--- config.mk ---
export PLATFORM = sky130hd
export DESIGN_NAME = uart_alu_if
export DESIGN_NICKNAME = d
export VERILOG_FILES = /design/src/rtl/uart_alu_if.sv
export SDC_FILE = /design/constraint.sdc
export NUM_CORES = 1
export LEC_CHECK = 0
export CAP_MARGIN = 20
export CORE_MARGIN = 2
export CORE_UTILIZATION = 45
export DETAILED_ROUTE_END_ITERATION = 8
export PLACE_DENSITY_LB_ADDON = 0.12
export SYNTH_ARGS = -nofsm -noshare
export SYNTH_HDL_FRONTEND = slang
export SYNTH_SLANG_ARGS = --single-unit
--- constraint.sdc ---
create_clock -name clk -period 2.7 [get_ports clk]
set_input_delay 0.675 -clock clk [delete_from_list [all_inputs] [get_ports clk]]
set_output_delay 0.675 -clock clk [all_outputs]
set_load 0.01 [all_outputs]
--- src/rtl/uart_alu_if.sv ---
// uart_alu_if: assembles a 3-byte command frame (A, B, opcode) from uart_rx,
// drives an external combinational ALU, and hands the result to uart_tx.
// Partial frames that go idle are dropped after TIMEOUT_CYCLES so the next
// byte starts a new frame. Bytes that arrive while a result is in flight are
// dropped and flagged as overrun.
module uart_alu_if #(
    parameter int N              = 8,
    parameter int OP_W           = 6,
    parameter int TIMEOUT_CYCLES = 5000000
) (
    input  logic            clk,
    input  logic            reset,
    input  logic [N-1:0]    rx_data,
    input  logic            rx_valid,
    output logic [N-1:0]    alu_a,
    output logic [N-1:0]    alu_b,
    output logic [OP_W-1:0] alu_op,
    input  logic [N-1:0]    alu_result,
    output logic [N-1:0]    tx_data,
    output logic            tx_start,
    input  logic            tx_busy,
    input  logic            tx_done,
    output logic            frame_done,
    output logic            timeout_err,
    output logic            overrun_err
);

    localparam int CNT_W = (TIMEOUT_CYCLES > 2) ? $clog2(TIMEOUT_CYCLES) : 1;
    localparam logic [CNT_W-1:0] CNT_LAST = CNT_W'(TIMEOUT_CYCLES - 1);

    typedef enum logic [2:0] {
        WAIT_A,
        WAIT_B,
        WAIT_OP,
        EXEC,
        SEND,
        WAIT_DONE
    } state_t;

    state_t            state_q, state_d;
    logic [CNT_W-1:0]  cnt_q, cnt_d;
    logic [N-1:0]      a_q, a_d;
    logic [N-1:0]      b_q, b_d;
    logic [OP_W-1:0]   op_q, op_d;
    logic [N-1:0]      result_q, result_d;
    logic [N-1:0]      tx_data_q, tx_data_d;
    logic              tx_start_q, tx_start_d;
    logic              frame_done_q, frame_done_d;
    logic              timeout_q, timeout_d;
    logic              overrun_q, overrun_d;

    // Next-state, operand capture, timeout counting and output pulse decode.
    always_comb begin
        state_d      = state_q;
        cnt_d        = '0;
        a_d          = a_q;
        b_d          = b_q;
        op_d         = op_q;
        result_d     = result_q;
        tx_data_d    = tx_data_q;
        tx_start_d   = 1'b0;
        frame_done_d = 1'b0;
        timeout_d    = 1'b0;
        overrun_d    = 1'b0;

        case (state_q)
            WAIT_A: begin
                if (rx_valid) begin
                    a_d     = rx_data;
                    state_d = WAIT_B;
                end
            end
            WAIT_B: begin
                // A byte arriving on the expiry cycle still wins.
                if (rx_valid) begin
                    b_d     = rx_data;
                    state_d = WAIT_OP;
                end else if (cnt_q == CNT_LAST) begin
                    timeout_d = 1'b1;
                    state_d   = WAIT_A;
                end else begin
                    cnt_d = cnt_q + CNT_W'(1);
                end
            end
            WAIT_OP: begin
                if (rx_valid) begin
                    op_d    = rx_data[OP_W-1:0];
                    state_d = EXEC;
                end else if (cnt_q == CNT_LAST) begin
                    timeout_d = 1'b1;
                    state_d   = WAIT_A;
                end else begin
                    cnt_d = cnt_q + CNT_W'(1);
                end
            end
            EXEC: begin
                overrun_d = rx_valid;
                result_d  = alu_result;
                state_d   = SEND;
            end
            SEND: begin
                overrun_d = rx_valid;
                if (!tx_busy) begin
                    tx_data_d  = result_q;
                    tx_start_d = 1'b1;
                    state_d    = WAIT_DONE;
                end
            end
            WAIT_DONE: begin
                // A byte coinciding with tx_done is still dropped; the frame completes.
                overrun_d = rx_valid;
                if (tx_done) begin
                    frame_done_d = 1'b1;
                    state_d      = WAIT_A;
                end
            end
            default: begin
                state_d = WAIT_A;
            end
        endcase
    end

    // State and datapath registers; asynchronous active-low reset clears everything.
    always_ff @(posedge clk or negedge reset) begin
        if (!reset) begin
            state_q      <= WAIT_A;
            cnt_q        <= '0;
            a_q          <= '0;
            b_q          <= '0;
            op_q         <= '0;
            result_q     <= '0;
            tx_data_q    <= '0;
            tx_start_q   <= 1'b0;
            frame_done_q <= 1'b0;
            timeout_q    <= 1'b0;
            overrun_q    <= 1'b0;
        end else begin
            state_q      <= state_d;
            cnt_q        <= cnt_d;
            a_q          <= a_d;
            b_q          <= b_d;
            op_q         <= op_d;
            result_q     <= result_d;
            tx_data_q    <= tx_data_d;
            tx_start_q   <= tx_start_d;
            frame_done_q <= frame_done_d;
            timeout_q    <= timeout_d;
            overrun_q    <= overrun_d;
        end
    end

    assign alu_a       = a_q;
    assign alu_b       = b_q;
    assign alu_op      = op_q;
    assign tx_data     = tx_data_q;
    assign tx_start    = tx_start_q;
    assign frame_done  = frame_done_q;
    assign timeout_err = timeout_q;
    assign overrun_err = overrun_q;

endmodule

Word-level counts from Yosys, hierarchy flattened:

Index checks and enable logic that the tools add are counted.

* add/sub/neg operators: 1
* equality and inequality tests: 9
* multiplexer cells: 18
* bitwise operators: 1
* reductions and logical operators: 8

Operators by type and width (count)
* $mux 23: 3
* $add 23x1->23 const B: 1
* $eq 23x23->1 const B: 1
* $mux 3: 6
* $pmux 3 s6: 1
* $mux 1: 8
* $reduce_and 2->1: 4
* $eq 3x2->1 const B: 2
* $eq 3x3->1 const B: 2
* $ne 2x2->1 const B: 3
* $eq 3x1->1 const B: 1
* $logic_not 3->1: 1
* $reduce_and 3->1: 1
* $reduce_or 3->1: 1
* $reduce_or 2->1: 1
* $not 1->1: 1

* bits in registers: 68
* bits of input ports: 21
* output and inout bits: 34
* logic and storage cells: 48

Logic depth before layout (Yosys ltp):

* depth after elaboration: 4
* depth in mapped cells: 6
* gate-level depth less buffers: 5

Worst setup path before layout:

Ideal clock, no wire load.

* kind: flip-flop to flip-flop
* start: register cnt_q[12]
* end: register cnt_q[18]
* setup time: 0.130 ns
* data arrival time: 1.764 ns
* path slack: 0.806 ns
* stages on the path, launching flop included: 6
* path buffers: 1
* cell sequence: dfrtp_1 or4_1 or4_4 o21ai_2 buf_4 a21oi_1

* longest elaborated chain between the ends: 4
* elaborated cells on any way between the ends: 5

Ends and longest elaborated chain
* start: declaration: RTL line 41 `logic [CNT_W-1:0] cnt_q, cnt_d;`
* start signal: assignment: RTL line 139 `cnt_q <= cnt_d;`
* $add 23x1->23 or $eq 23x23->1 (tied branches)
* $mux 23 (*): RTL line 78, 89
* $mux 23 (*): RTL line 75 `if (rx_valid) begin`
* $mux 23 (*)
* named net cnt_d[18]: RTL line 41

The timed path passes the listed nets; every way through them passes the cells marked *.
A chain may end at the register's enable or synchronous reset.

Worst setup path after layout:

* start: register cnt_q[12]
* end: register cnt_q[13]

Same word-level chain as after synthesis.

==> impl_metrics.json <==
{
  "antenna_cells": 0,
  "skew_ps": 9.914,
  "cp_max_fo": 23,
  "synth_edf_count": 0,
  "grt_usage": 0.1774,
  "routed_wl_um": 5867,
  "clockBufferDepth": 2,
  "r2r_cells": 5,
  "synth_common_cells": "dfrtp_1, mux2_2, nor2_1",
  "ys.flop_type": "dfrtp_1",
  "period_needed_ps": 2064,
  "clock_latency_ps": 340,
  "grt_use_met3": 0.04864,
  "crit_start": "cnt_q[12]",
  "cts_tree": "yes",
  "die_x_um": 85.26,
  "synth_most_common_cell": "dfrtp_1",
  "cp_data_required_time_ps": 2910,
  "rows": 29,
  "drv_cap": 0,
  "ys_warn_count": 0,
  "drtAntennaViolNets": 0,
  "fin_util": 0.6068,
  "grt_pass1_vias": 2017,
  "post_synth.cell_area_avg_sq_um": 12.33,
  "synth_cell_type_count": 40,
  "grt_max_degree": 69,
  "area_delta_synth_final_pct": 30.40,
  "drv_slew": 0,
  "synthArstFlopShare": 1.000,
  "r2r_start": "cnt_q[12]",
  "ys_seq_elements": 68,
  "status": "finished clean",
  "postCtsHoldBufs": 0,
  "cp_data_arrival_time_ps": 2280,
  "drtPass1Iterations": 6,
  "place_area_sq_mm": 0.003612,
  "r2r_slack_ps": 640,
  "final_hold_viol_count": 0,
  "setup-violations-final": 0,
  "cts_made_buffers": 9,
  "end_kind": "register",
  "dp_hpwl_um": 3952,
  "drt_iter0_markers": 126,
  "overflow": 0,
  "fin_nets": 326,
  "path_class": "reg2reg",
  "die_area_sq_mm": 0.007269,
  "crit_path_start_kind": "register",
  "die_height_um": 85.26,
  "fillers": 509,
  "yosysTopAreaCell": "dfrtp_1",
  "r2r_end": "cnt_q[13]",
  "multi_input_area_sq_mm": 0.001214,
  "drt-wirelength-per-cell_um": 15.20,
  "ys_seq_area_frac": 0.5726,
  "io_buffers": 54,
  "htreeDepth": 3,
  "final_area_sq_mm": 0.003875,
  "cts_sinks": 68,
  "maxSlewHeadroom": 0.6595,
  "core_region_area_sq_mm": 0.006386,
  "busiest_layer": "met2",
  "seq_area_sq_mm": 0.001702,
  "met1_usage": 0.2346,
  "rsz0062_at_grt": "no",
  "boundaryPins": 55,
  "hold_class": "in2async",
  "synth_top_area_frac": 0.5726,
  "drc": 0,
  "met2_usage": 0.2763,
  "initial_core_util": 0.4653,
  "peakVddDrop_mv": 0.5732,
  "antenna_found_initial": 0,
  "grt_pass1_wl_um": 10050,
  "max_freq_mhz": 484.4,
  "crit_end": "cnt_q[13]",
  "drive_gt1_frac": 0.2427,
  "cts_root_buffer": "clkbuf_8",
  "timing.setup.tns_ps": 0,
  "netlist_area_sq_mm": 0.002972,
  "place.gp.congestion": 0.8092,
  "ys_top_cells_by_area": "dfrtp_1, mux2_2, nand3_1",
  "synthCells": 241,
  "tightest_slew_ps": 509.2,
  "clk_pin_slew_ps": 70,
  "cts_resized": 0,
  "vias": 2107,
  "min_period_over_period": 0.7646,
  "vias_per_cell": 5.459,
  "post_cts_buffers": 0,
  "syn-num-nets": 263,
  "power_leakage_uw": 0.001583,
  "powerDensity_mw_per_mm2": 1012
}
[metrics by stage]
stage                     setup WS [ps]  std cells  total power [uW]  hold slack (ps)
final                             635.7        386              3923            341.3
after global routing              532.0        386              4148            358.4
after CTS                         657.3        386              3971            355.1
after detailed placement          314.2        370              2876            481.8
after global placement            396.0        370              2838            478.2
after floorplan                   806.1        241              2208            379.4
[logic make-up after synthesis]
group	count (synthesis)	synth area share
XOR/XNOR	11	0.03242
flip-flops	68	0.5726
AO/OA/AOI/OAI	28	0.05979
adder cells (fa/ha/maj)	1	0.004210
AND/OR/NAND/NOR	84	0.1680
multiplexers	38	0.1440
buffers and inverters	11	0.01894
[power by group]
| group | switching (uW) | internal, uW |
|---|---|---|
| logic | 486 | 795 |
| registers | 201 | 1350 |
| clock network | 386 | 705 |
| total | 1070 | 2850 |
[per-layer routing]
layer / vias up / wire length [um]
li1: 1005 / -
met5: - / 0
met2: 48 / 2904
met3: 7 / 256
met1: 1047 / 2628
met4: 0 / 78
[worst max-delay path, stage by stage, from the launching register on]
cell,delay (ps)
dfrtp_1,430
or4_1,540
or4_4,470
o21ai_2,130
buf_4,280
a21oi_1,80
[cells in the final DEF (no fill, tap or decap), types with 2 or more instances in the layout]
master           Yosys  layout
a21oi_1             11      11
nor3_2               3       3
buf_4                2       4
xor2_1               5       5
or3_1                4       4
clkbuf_8             0       9
o31ai_1              7       7
or4_1                6       6
clkinv_2             0       2
nand2_1             13      13
inv_1                4       4
nand3_1             13      13
clkdlybuf4s50_1      0      53
mux2_2              38      38
nor4_1               5       5
nor2b_1              3       3
bufinv_16            0       4
nand2b_1             3       3
o21ai_0              4       4
nor2_1              17      17
dfrtp_1             68      68
nand4_1              2       2
or4_4                3       3
and3_1               2       2
xnor2_1              6       6
[worst min path at each step]
stage	slack [ps]	end	depth (start not counted)
after detailed placement	480	tx_data[1]	1
after global routing	360	tx_data[4]	2
final	340	alu_a[4]	2
after CTS	360	tx_data[3]	2
after floorplan	380	alu_a[0]	0
after global placement	480	tx_data[5]	1
[sequential cells by signal (all words and copies together) (netlist names), 3 cells and up]
signal and count:
tx_data 8, cnt_q 23, alu_a 8, result_q 8
alu_b 8, alu_op 6, state_q 3
[layout make-up]
| type | instances | share of cell area |
|---|---|---|
| flip-flops and latches | 68 | 0.4391 |
| multi-input cells | 162 | 0.3132 |
| repair buffers | 59 | 0.1511 |
| clock inverters | 7 | 0.03584 |
| clock buffers | 9 | 0.03197 |
| well taps | 77 | 0.02486 |
| inverters | 4 | 0.003875 |
Note: power is estimated with default switching activity, not from simulation.
